`src/rtl/arm_ctrl_pkg.sv`:
```
// Shared definitions for the multicycle ARM main controller.
// Contents: FSM state encoding, datapath mux/ALU select codes, instruction
// field constants, condition-code constants, data-processing decode helpers.
package arm_ctrl_pkg;

    typedef enum logic [3:0] {
        FETCH    = 4'd0,
        DECODE   = 4'd1,
        MEMADR   = 4'd2,
        MEMRD    = 4'd3,
        MEMWB    = 4'd4,
        MEMWR    = 4'd5,
        EXECUTER = 4'd6,
        EXECUTEI = 4'd7,
        ALUWB    = 4'd8,
        BRANCH   = 4'd9,
        UNKNOWN  = 4'd10
    } state_t;

    localparam logic [2:0] ALU_ADD  = 3'b000;
    localparam logic [2:0] ALU_SUB  = 3'b001;
    localparam logic [2:0] ALU_AND  = 3'b010;
    localparam logic [2:0] ALU_ORR  = 3'b011;
    localparam logic [2:0] ALU_PASS = 3'b100;

    localparam logic [1:0] IMM_DP   = 2'b00;
    localparam logic [1:0] IMM_MEM  = 2'b01;
    localparam logic [1:0] IMM_BR   = 2'b10;

    localparam logic [1:0] RES_ALUOUT = 2'b00;
    localparam logic [1:0] RES_DATA   = 2'b01;
    localparam logic [1:0] RES_ALU    = 2'b10;

    localparam logic [1:0] SRCB_WD   = 2'b00;
    localparam logic [1:0] SRCB_IMM  = 2'b01;
    localparam logic [1:0] SRCB_FOUR = 2'b10;

    localparam logic [1:0] OP_DP  = 2'b00;
    localparam logic [1:0] OP_MEM = 2'b01;
    localparam logic [1:0] OP_BR  = 2'b10;

    localparam logic [3:0] CMD_AND = 4'b0000;
    localparam logic [3:0] CMD_SUB = 4'b0010;
    localparam logic [3:0] CMD_ADD = 4'b0100;
    localparam logic [3:0] CMD_CMP = 4'b1010;
    localparam logic [3:0] CMD_ORR = 4'b1100;
    localparam logic [3:0] CMD_MOV = 4'b1101;

    localparam logic [3:0] COND_EQ = 4'b0000;
    localparam logic [3:0] COND_NE = 4'b0001;
    localparam logic [3:0] COND_CS = 4'b0010;
    localparam logic [3:0] COND_CC = 4'b0011;
    localparam logic [3:0] COND_MI = 4'b0100;
    localparam logic [3:0] COND_PL = 4'b0101;
    localparam logic [3:0] COND_VS = 4'b0110;
    localparam logic [3:0] COND_VC = 4'b0111;
    localparam logic [3:0] COND_HI = 4'b1000;
    localparam logic [3:0] COND_LS = 4'b1001;
    localparam logic [3:0] COND_GE = 4'b1010;
    localparam logic [3:0] COND_LT = 4'b1011;
    localparam logic [3:0] COND_GT = 4'b1100;
    localparam logic [3:0] COND_LE = 4'b1101;
    localparam logic [3:0] COND_AL = 4'b1110;
    localparam logic [3:0] COND_NV = 4'b1111;

    function automatic logic cmd_supported(input logic [3:0] cmd);
        case (cmd)
            CMD_AND, CMD_SUB, CMD_ADD, CMD_CMP, CMD_ORR, CMD_MOV: return 1'b1;
            default:                                              return 1'b0;
        endcase
    endfunction

    function automatic logic [2:0] alu_of_cmd(input logic [3:0] cmd);
        case (cmd)
            CMD_ADD:          return ALU_ADD;
            CMD_SUB, CMD_CMP: return ALU_SUB;
            CMD_AND:          return ALU_AND;
            CMD_ORR:          return ALU_ORR;
            CMD_MOV:          return ALU_PASS;
            default:          return ALU_ADD;
        endcase
    endfunction

endpackage

```
`src/rtl/arm_cond_unit.sv`:
```
// NZCV flag register and condition evaluation.
// Ports:
//   clk        in   clock, rising edge
//   reset      in   synchronous, active-low reset (flags <= FLAGS_RESET)
//   cond       in   instr[31:28]
//   alu_flags  in   NZCV from the ALU this cycle
//   flag_req   in   an S-type/compare execute wants to update flags
//   cv_req     in   C and V are meaningful for this op (ADD/SUB/CMP)
//   cond_ex    out  condition passes against the registered flags
//   cond_ex_q  out  cond_ex delayed one cycle
//   flags      out  registered NZCV
module arm_cond_unit
    import arm_ctrl_pkg::*;
#(
    parameter logic [3:0] FLAGS_RESET = 4'b0000
) (
    input  logic       clk,
    input  logic       reset,
    input  logic [3:0] cond,
    input  logic [3:0] alu_flags,
    input  logic       flag_req,
    input  logic       cv_req,
    output logic       cond_ex,
    output logic       cond_ex_q,
    output logic [3:0] flags
);

    logic n, z, c, v;
    assign {n, z, c, v} = flags;

    always_comb begin
        cond_ex = 1'b0;
        case (cond)
            COND_EQ: cond_ex = z;
            COND_NE: cond_ex = ~z;
            COND_CS: cond_ex = c;
            COND_CC: cond_ex = ~c;
            COND_MI: cond_ex = n;
            COND_PL: cond_ex = ~n;
            COND_VS: cond_ex = v;
            COND_VC: cond_ex = ~v;
            COND_HI: cond_ex = c & ~z;
            COND_LS: cond_ex = ~c | z;
            COND_GE: cond_ex = (n == v);
            COND_LT: cond_ex = (n != v);
            COND_GT: cond_ex = ~z & (n == v);
            COND_LE: cond_ex = z | (n != v);
            COND_AL: cond_ex = 1'b1;
            default: cond_ex = 1'b0;
        endcase
    end

    // The write-back state after an execute sees flags already updated by that
    // execute; it must use the condition as it was judged during execute, so
    // the result is kept one cycle.
    always_ff @(posedge clk) begin
        if (!reset) begin
            flags     <= FLAGS_RESET;
            cond_ex_q <= 1'b0;
        end else begin
            cond_ex_q <= cond_ex;
            if (flag_req && cond_ex) begin
                flags[3:2] <= alu_flags[3:2];
                if (cv_req)
                    flags[1:0] <= alu_flags[1:0];
            end
        end
    end

endmodule

```
`src/rtl/arm_multicycle_ctrl.sv`:
```
// Main control unit for the multicycle ARM core (shared instr/data memory).
// Ports:
//   clk, reset (sync, active-low); instr (IR contents); alu_flags (NZCV from ALU)
//   pc_write, adr_src, mem_write, ir_write, result_src, alu_src_a, alu_src_b,
//   alu_control, imm_src, reg_src, reg_write -- datapath mux selects / enables
//   instr_done -- pulse in the final state of every instruction
//   dbg_state  -- current FSM state
//
// state    | meaning
// FETCH    | read instr at PC into IR, PC <= PC+4
// DECODE   | register read, ALU computes PC+8 for R15 reads
// MEMADR   | base +/- imm12 address calculation
// MEMRD    | data memory read at computed address
// MEMWB    | loaded data -> Rd
// MEMWR    | store Rd to computed address
// EXECUTER | data-processing, register operand
// EXECUTEI | data-processing, imm8 operand
// ALUWB    | ALU result -> Rd (skipped for CMP)
// BRANCH   | PC <= PC+8 + imm24 offset
// UNKNOWN  | unsupported encoding, ignored
module arm_multicycle_ctrl
    import arm_ctrl_pkg::*;
#(
    parameter int         STATE_W     = 4,
    parameter logic [3:0] FLAGS_RESET = 4'b0000
) (
    input  logic               clk,
    input  logic               reset,
    input  logic [31:0]        instr,
    input  logic [3:0]         alu_flags,
    output logic               pc_write,
    output logic               adr_src,
    output logic               mem_write,
    output logic               ir_write,
    output logic [1:0]         result_src,
    output logic               alu_src_a,
    output logic [1:0]         alu_src_b,
    output logic [2:0]         alu_control,
    output logic [1:0]         imm_src,
    output logic [1:0]         reg_src,
    output logic               reg_write,
    output logic               instr_done,
    output logic [STATE_W-1:0] dbg_state
);

    state_t state, next_state;

    logic [1:0] op;
    logic       i_bit, s_bit, u_bit, l_bit;
    logic [3:0] cmd, rd;
    logic       is_cmp, cv_cmd, rd_pc;
    logic       flag_req, cond_ex, cond_ex_q;
    logic [3:0] flags;
    logic       unused_bits;

    assign op     = instr[27:26];
    assign i_bit  = instr[25];
    assign cmd    = instr[24:21];
    assign u_bit  = instr[23];
    assign s_bit  = instr[20];
    assign l_bit  = instr[20];
    assign rd     = instr[15:12];
    assign is_cmp = (cmd == CMD_CMP);
    assign cv_cmd = (cmd == CMD_ADD) || (cmd == CMD_SUB) || (cmd == CMD_CMP);
    assign rd_pc  = (rd == 4'd15);

    // Rn, Rm and the immediates are routed by the datapath, not decoded here.
    assign unused_bits = ^{instr[19:16], instr[11:0], flags};

    assign flag_req = ((state == EXECUTER) || (state == EXECUTEI)) && (s_bit || is_cmp);

    arm_cond_unit #(
        .FLAGS_RESET (FLAGS_RESET)
    ) u_cond (
        .clk       (clk),
        .reset     (reset),
        .cond      (instr[31:28]),
        .alu_flags (alu_flags),
        .flag_req  (flag_req),
        .cv_req    (cv_cmd),
        .cond_ex   (cond_ex),
        .cond_ex_q (cond_ex_q),
        .flags     (flags)
    );

    always_ff @(posedge clk) begin
        if (!reset)
            state <= FETCH;
        else
            state <= next_state;
    end

    assign dbg_state = STATE_W'(state);

    always_comb begin
        next_state  = FETCH;
        pc_write    = 1'b0;
        adr_src     = 1'b0;
        mem_write   = 1'b0;
        ir_write    = 1'b0;
        result_src  = RES_ALUOUT;
        alu_src_a   = 1'b0;
        alu_src_b   = SRCB_WD;
        alu_control = ALU_ADD;
        imm_src     = IMM_DP;
        reg_src     = 2'b00;
        reg_write   = 1'b0;
        instr_done  = 1'b0;

        case (state)
            FETCH: begin
                ir_write   = 1'b1;
                alu_src_a  = 1'b1;
                alu_src_b  = SRCB_FOUR;
                result_src = RES_ALU;
                pc_write   = 1'b1;
                next_state = DECODE;
            end
            DECODE: begin
                alu_src_a  = 1'b1;
                alu_src_b  = SRCB_FOUR;
                result_src = RES_ALU;
                case (op)
                    OP_MEM: next_state = MEMADR;
                    OP_BR:  next_state = BRANCH;
                    OP_DP: begin
                        if (!cmd_supported(cmd))
                            next_state = UNKNOWN;
                        else if (i_bit)
                            next_state = EXECUTEI;
                        else
                            next_state = EXECUTER;
                    end
                    default: next_state = UNKNOWN;
                endcase
            end
            MEMADR: begin
                alu_src_b   = SRCB_IMM;
                imm_src     = IMM_MEM;
                alu_control = u_bit ? ALU_ADD : ALU_SUB;
                next_state  = l_bit ? MEMRD : MEMWR;
            end
            MEMRD: begin
                adr_src    = 1'b1;
                next_state = MEMWB;
            end
            MEMWB: begin
                result_src = RES_DATA;
                reg_write  = cond_ex;
                pc_write   = cond_ex & rd_pc;
                instr_done = 1'b1;
            end
            MEMWR: begin
                adr_src    = 1'b1;
                mem_write  = cond_ex;
                instr_done = 1'b1;
            end
            EXECUTER: begin
                alu_src_b   = SRCB_WD;
                alu_control = alu_of_cmd(cmd);
                next_state  = ALUWB;
            end
            EXECUTEI: begin
                alu_src_b   = SRCB_IMM;
                imm_src     = IMM_DP;
                alu_control = alu_of_cmd(cmd);
                next_state  = ALUWB;
            end
            ALUWB: begin
                result_src = RES_ALUOUT;
                reg_write  = cond_ex_q & ~is_cmp;
                pc_write   = cond_ex_q & ~is_cmp & rd_pc;
                instr_done = 1'b1;
            end
            BRANCH: begin
                alu_src_b   = SRCB_IMM;
                imm_src     = IMM_BR;
                result_src  = RES_ALU;
                pc_write    = cond_ex;
                instr_done  = 1'b1;
            end
            UNKNOWN: begin
                instr_done = 1'b1;
            end
            default: next_state = FETCH;
        endcase

        // Register read-port steering is a property of the instruction in IR,
        // which only becomes valid after FETCH.
        if (state != FETCH)
            reg_src = {(op == OP_MEM) & ~l_bit, (op == OP_BR)};

        // Held in reset: nothing may write, mid-instruction or not.
        if (!reset) begin
            pc_write    = 1'b0;
            adr_src     = 1'b0;
            mem_write   = 1'b0;
            ir_write    = 1'b0;
            result_src  = 2'b00;
            alu_src_a   = 1'b0;
            alu_src_b   = 2'b00;
            alu_control = 3'b000;
            imm_src     = 2'b00;
            reg_src     = 2'b00;
            reg_write   = 1'b0;
            instr_done  = 1'b0;
        end
    end

endmodule
```
`config.mk`:
```
export PLATFORM = sky130hd
export DESIGN_NAME = arm_multicycle_ctrl
export DESIGN_NICKNAME = d
export VERILOG_FILES = /design/src/rtl/arm_ctrl_pkg.sv /design/src/rtl/arm_cond_unit.sv /design/src/rtl/arm_multicycle_ctrl.sv
export SDC_FILE = /design/constraint.sdc
export NUM_CORES = 1
export LEC_CHECK = 0
export CAP_MARGIN = 0
export CORE_MARGIN = 3
export CORE_UTILIZATION = 36
export CTS_CLUSTER_SIZE = 12
export DETAILED_ROUTE_END_ITERATION = 16
export PLACE_DENSITY = 0.8
export SLEW_MARGIN = 0
export SYNTH_ARGS = -nofsm -noshare
export SYNTH_HDL_FRONTEND = slang
export SYNTH_SLANG_ARGS = --single-unit
```
`constraint.sdc`:
```
create_clock -name clk -period 2.01 [get_ports clk]
set_input_delay 0.3015 -clock clk [delete_from_list [all_inputs] [get_ports clk]]
set_output_delay 0.3015 -clock clk [all_outputs]
set_load 0.005 [all_outputs]
```
After elaboration in Yosys (flattened, before gate mapping)
Index checks and enable logic that the tools add are counted.
- bits in registers: 9
- input bits: 38
- output and inout bits: 22
- logic and storage cells: 107
- eq/ne operators: 34
- multiplexer cells: 35
- bitwise operators: 14
- reductions and logical operators: 20
- operators with widths (operator ; number):
    $eq 4x4->1 const B ; 14
    $eq 4x3->1 const B ; 9
    $eq 4x2->1 const B ; 5
    $pmux 4 s5 ; 1
    $mux 1 ; 17
    $pmux 1 s15 ; 1
    $logic_not 4->1 ; 3
    $pmux 2 s2 ; 3
    $pmux 3 s4 ; 1
    $pmux 4 s3 ; 1
    $mux 2 ; 5
    $eq 4x1->1 const B ; 2
    $reduce_or 2->1 ; 4
    $and 1x1->1 ; 6
    $mux 3 ; 2
    $not 1->1 ; 6
    $pmux 3 s2 ; 1
    $reduce_or 3->1 ; 2
    $reduce_or 6->1 ; 1
    $reduce_or 5->1 ; 1
    $logic_or 1x1->1 ; 4
    $mux 4 ; 1
    $pmux 1 s4 ; 1
    $reduce_bool 4->1 ; 1
    9 further kinds ; 11

Longest topological paths before layout
- word-level depth: 8
- depth in mapped cells: 6

Modules after synthesis
Synthesis repeated with hierarchy kept, for this count alone.
- cells, all modules: 142
- area total of the unflattened synthesis: 1041.0 µm²
- modules (own cells, without submodules) (module ; instances ; cells an instance ; area an instance (µm²) ; sequential area each (µm²)):
    arm_multicycle_ctrl ; 1 ; 89 ; 628.1 ; 80.1
    arm_cond_unit ; 1 ; 53 ; 412.9 ; 100.1

Worst setup path before layout
OpenSTA, ideal clock, no wires.
- path kind: register -> output
- from: register state[0] (netlist: dbg_state[0])
- to: output port pc_write
- data arrival time: 1.554 ns
- path slack: 0.154 ns
- cell stages (with the launch flop): 7
- path buffers: 2
- cell sequence: dfxtp_1 buf_6 or2_1 buf_2 or4_1 o22ai_1 o21bai_1
- word-level cells in the longest chain between the ends: 3
- RTL lines (what ; line ; text):
    start: declaration ; arm_multicycle_ctrl.sv:46 ; state_t state, next_state;
    start signal: assignment ; arm_multicycle_ctrl.sv:90 ; state <= next_state;
    $eq 4x4->1 (tied with other cells) ; arm_multicycle_ctrl.sv:110 ; case (state)
    $pmux 1 s4 (*) ; arm_multicycle_ctrl.sv:110 ;
    $mux 1 (*) ; arm_multicycle_ctrl.sv:194 ; if (!reset) begin
    end: declaration ; arm_multicycle_ctrl.sv:31 ; output logic pc_write,
Every way passes the cells marked *; elsewhere a longest branch is shown, timed or not.

Final worst setup path
- from: input port instr[30]
- to: output port reg_write
- word-level cells in the longest chain between the ends: 4
- RTL lines (what ; line ; text):
    start: declaration ; arm_multicycle_ctrl.sv:29 ; input logic [31:0] instr,
    $eq 4x4->1 (tied with other cells) ; arm_cond_unit.sv:33 ; case (cond)
    $pmux 1 s15 (*) ; arm_cond_unit.sv:33 ;
    $pmux 1 s2 (*) ; arm_multicycle_ctrl.sv:110 ;
    $mux 1 (*) ; arm_multicycle_ctrl.sv:194 ;
    end: declaration ; arm_multicycle_ctrl.sv:41 ; output logic reg_write,
Marked as above.

==> flow_summary.toml <==
[global_route]
grt.busiest_layer = "met2"
grtUsageTotal_pct = 23.1
met2_usage_pct = 42.1
grt_pass1_wl_um = 5910
grt_start_max_net_pins = 10
grt_pass1_vias = 1373
use_met3_pct = 6.44
met1_usage_pct = 24.9
gr-total-overflow = 0
grt_antenna_before_repair = 0

[yosys]
synth-edff-count = 0
yosysWarnings = 0
synthFlopType = "dfxtp_1"
ys_seq_elements = 9
synth_mux_area_share_pct = 7.70
ys_top_cells_by_count = "16 x nand2_1, 13 x nor2_1, 9 x dfxtp_1"
synthTopCellsByArea = "dfxtp_1 19%, mux2i_1 6.5%, nand2_1 6.5%"
yosysMostFrequentCell = "nand2_1"
synth_area_leader_cell = "dfxtp_1"
syn_avg_cell_area_um2 = 7.18
synth_adder_area_share_pct = 0
synthXorXnorAreaFrac_pct = 7.16
syn-cell-area_um2 = 926
yosysTopAreaCellShare_pct = 19.5
synth_top_family_by_area = "simple AND/OR/NAND/NOR gates"
async_reset_ff_share_pct = 0
yosysSeqAreaShare_pct = 19.5
synthSimpleGateAreaFrac_pct = 37.6
synth.distinct_cells = 45
syn_inst = 129
synth_nets = 167
synth_compound_area_share_pct = 21.1

[placement]
hpwlAfterDp_um = 2440
io_buffer_count = 43
dp.cells = 227
gp_congestion = 0.859

[status]
violations = "negative setup slack"
status = "finished, violations left"

[clock_tree]
cts_root_buf = "clkbuf_4"
clock_latency_ps = 270
cts_max_level = 1
clock-sinks = 9
cts_made_buffers = 3
ctsHoldBuffers = 0
cts_tree = "built"
clockBufferDepth = 2
path_clk_slew_ps = 60

[drt]
wl_um = 3690
route.vias.total = 1270
routedWlPerCell_um = 15.3
drcViolationCount = 0
firstDrtPassIters = 4
ant_nets = 0
drt-initial-drc-count = 45
routed_via_density = 5.25

[die]
io_pins = 60
core_area_um2 = 2320
die_h_um = 56.7
die_w_um = 56.7
floorplan.initialDensity_pct = 39.9
num_rows = 17
dieArea_um2 = 3220

[sta]
final-setup-viol-count = 6
post-route-min-period_ps = 2270
max_freq_mhz = 441
setup_tns_ps = -959
finalCritPeriodShare_pct = 113
clock_skew_ps = 0.650
final_max_slew_viol_count = 0
finalHoldViolCount = 0
tightestPinTransition_ps = 370
grt_setup_unrepaired = "yes"
slew_headroom_pct = 75.0
setup_ws_ps = -255

[hold_path]
hp-class = "register to register"

[final_layout]
drive_above_1_share_pct = 38.3
area_growth_pct = 101
nFillCells = 159
stdcell_count = 242
layout.nets = 253
num_antenna_cells = 0

[power]
p_total_mw = 0.696
peakVddDrop_mv = 0.379
p_per_area_nw_per_um2 = 374
leakagePower_nw = 0.879

[worst_setup_path]
max_stage_delay_ps = 420
worstSetupPathType = "primary input to output pin"
cp.required_ps = 1710
cp_max_fo = 4
slowest_stage = "or3b_4"
worstPathCellList = "dlygate4sd2_1, or3b_4, o311ai_4, mux2i_1, o21a_1, buf_4, o31ai_1, buf_2"
critPathBufInv = 3
critPathArrivalTime_ps = 1960
startpoint_type = "primary input"
path_delay_family = "buffers and inverters"
cp-end-kind = "output pin"

[job]
drv_cap = 0
[sequential cells by signal, indices dropped and copies added, names as in the netlist]
name / count
dbg_state: 4
u_cond.cond_ex_q: 1
u_cond.flags: 4
[final timing paths]
kind / start / endpoint / slack, ps / cells after the start
setup / recovery: instr[30] / reg_write / -260 / 8
hold / removal: u_cond.flags[2] / u_cond.flags[2] / 490 / 2
setup reg to reg: u_cond.flags[0] / u_cond.flags[1] / 80 / 8
hold reg to reg: u_cond.flags[2] / u_cond.flags[2] / 490 / 2
[through the flow]
stage / hold WS (ps) / setup WS, ps / utilization (%) / cell area (um2)
after floorplan: 444 / 154 / - / 926
after global placement: 467 / -680 / 69.5 / 1610
after detailed placement: 492 / -694 / 69.5 / 1610
after CTS: 485 / -197 / 76.5 / 1770
after global routing: 514 / -302 / 80.3 / 1860
final: 489 / -255 / 80.3 / 1860
[layout by cell type, fill, tap and decap left out, types with 4 or more instances in the layout]
| cell | count |
|---|---|
| nand2_1 | 13 |
| nor2_1 | 11 |
| mux2i_1 | 6 |
| dfxtp_2 | 4 |
| inv_1 | 6 |
| dlygate4sd2_1 | 12 |
| buf_4 | 41 |
| a21oi_1 | 7 |
| buf_6 | 5 |
| nand2b_1 | 5 |
| clkdlybuf4s50_1 | 23 |
[final cells by class]
type | count | area (um2) | share of cell area (%)
timing repair buffer | 89 | 773 | 41.5
clock buffer | 4 | 26.3 | 1.41
sequential | 9 | 193 | 10.3
inverter | 6 | 22.5 | 1.21
tap | 28 | 35.0 | 1.88
multi-input combinational | 106 | 812 | 43.6
[layer usage]
metal  part of all wire [%]  vias to the layer above
met5                      0                        -
met4                    1.9                        0
met3                    5.0                        9
met2                     53                       41
met1                     40                      590
li1                       -                      630
[cells by family (layout without fill, tap and decap cells)]
group,Yosys count,after routing
flip-flops,9,9
multiplexers,7,7
buffers and inverters,14,99
XOR/XNOR,6,6
AO/OA/AOI/OAI,29,29
AND/OR/NAND/NOR,64,64
[timing repair]
action | in CTS | in global routing
setup buffers | 9 | 3
cloned | 0 | 0
endpoints found under the setup margin | 17 | 11
pin swaps | 13 | 7
resized for setup | 54 | 17
[worst register-to-register path, cell delays in order (launching register included)]
cell       delay [ps]
dfxtp_4           380
xnor3_1           390
a31o_1            210
buf_4             140
buf_4             120
buf_4             130
o2111ai_1         150
o21ai_1           150
mux2i_1           150
[where the power goes]
part           switching, mW  leakage (nW)  internal, mW  total (mW)
sequential           0.00494        0.0769         0.185       0.190
clock                 0.0669        0.0150        0.0767       0.144
combinational          0.154         0.787         0.208       0.362
Power figures use the tool's default switching activity.
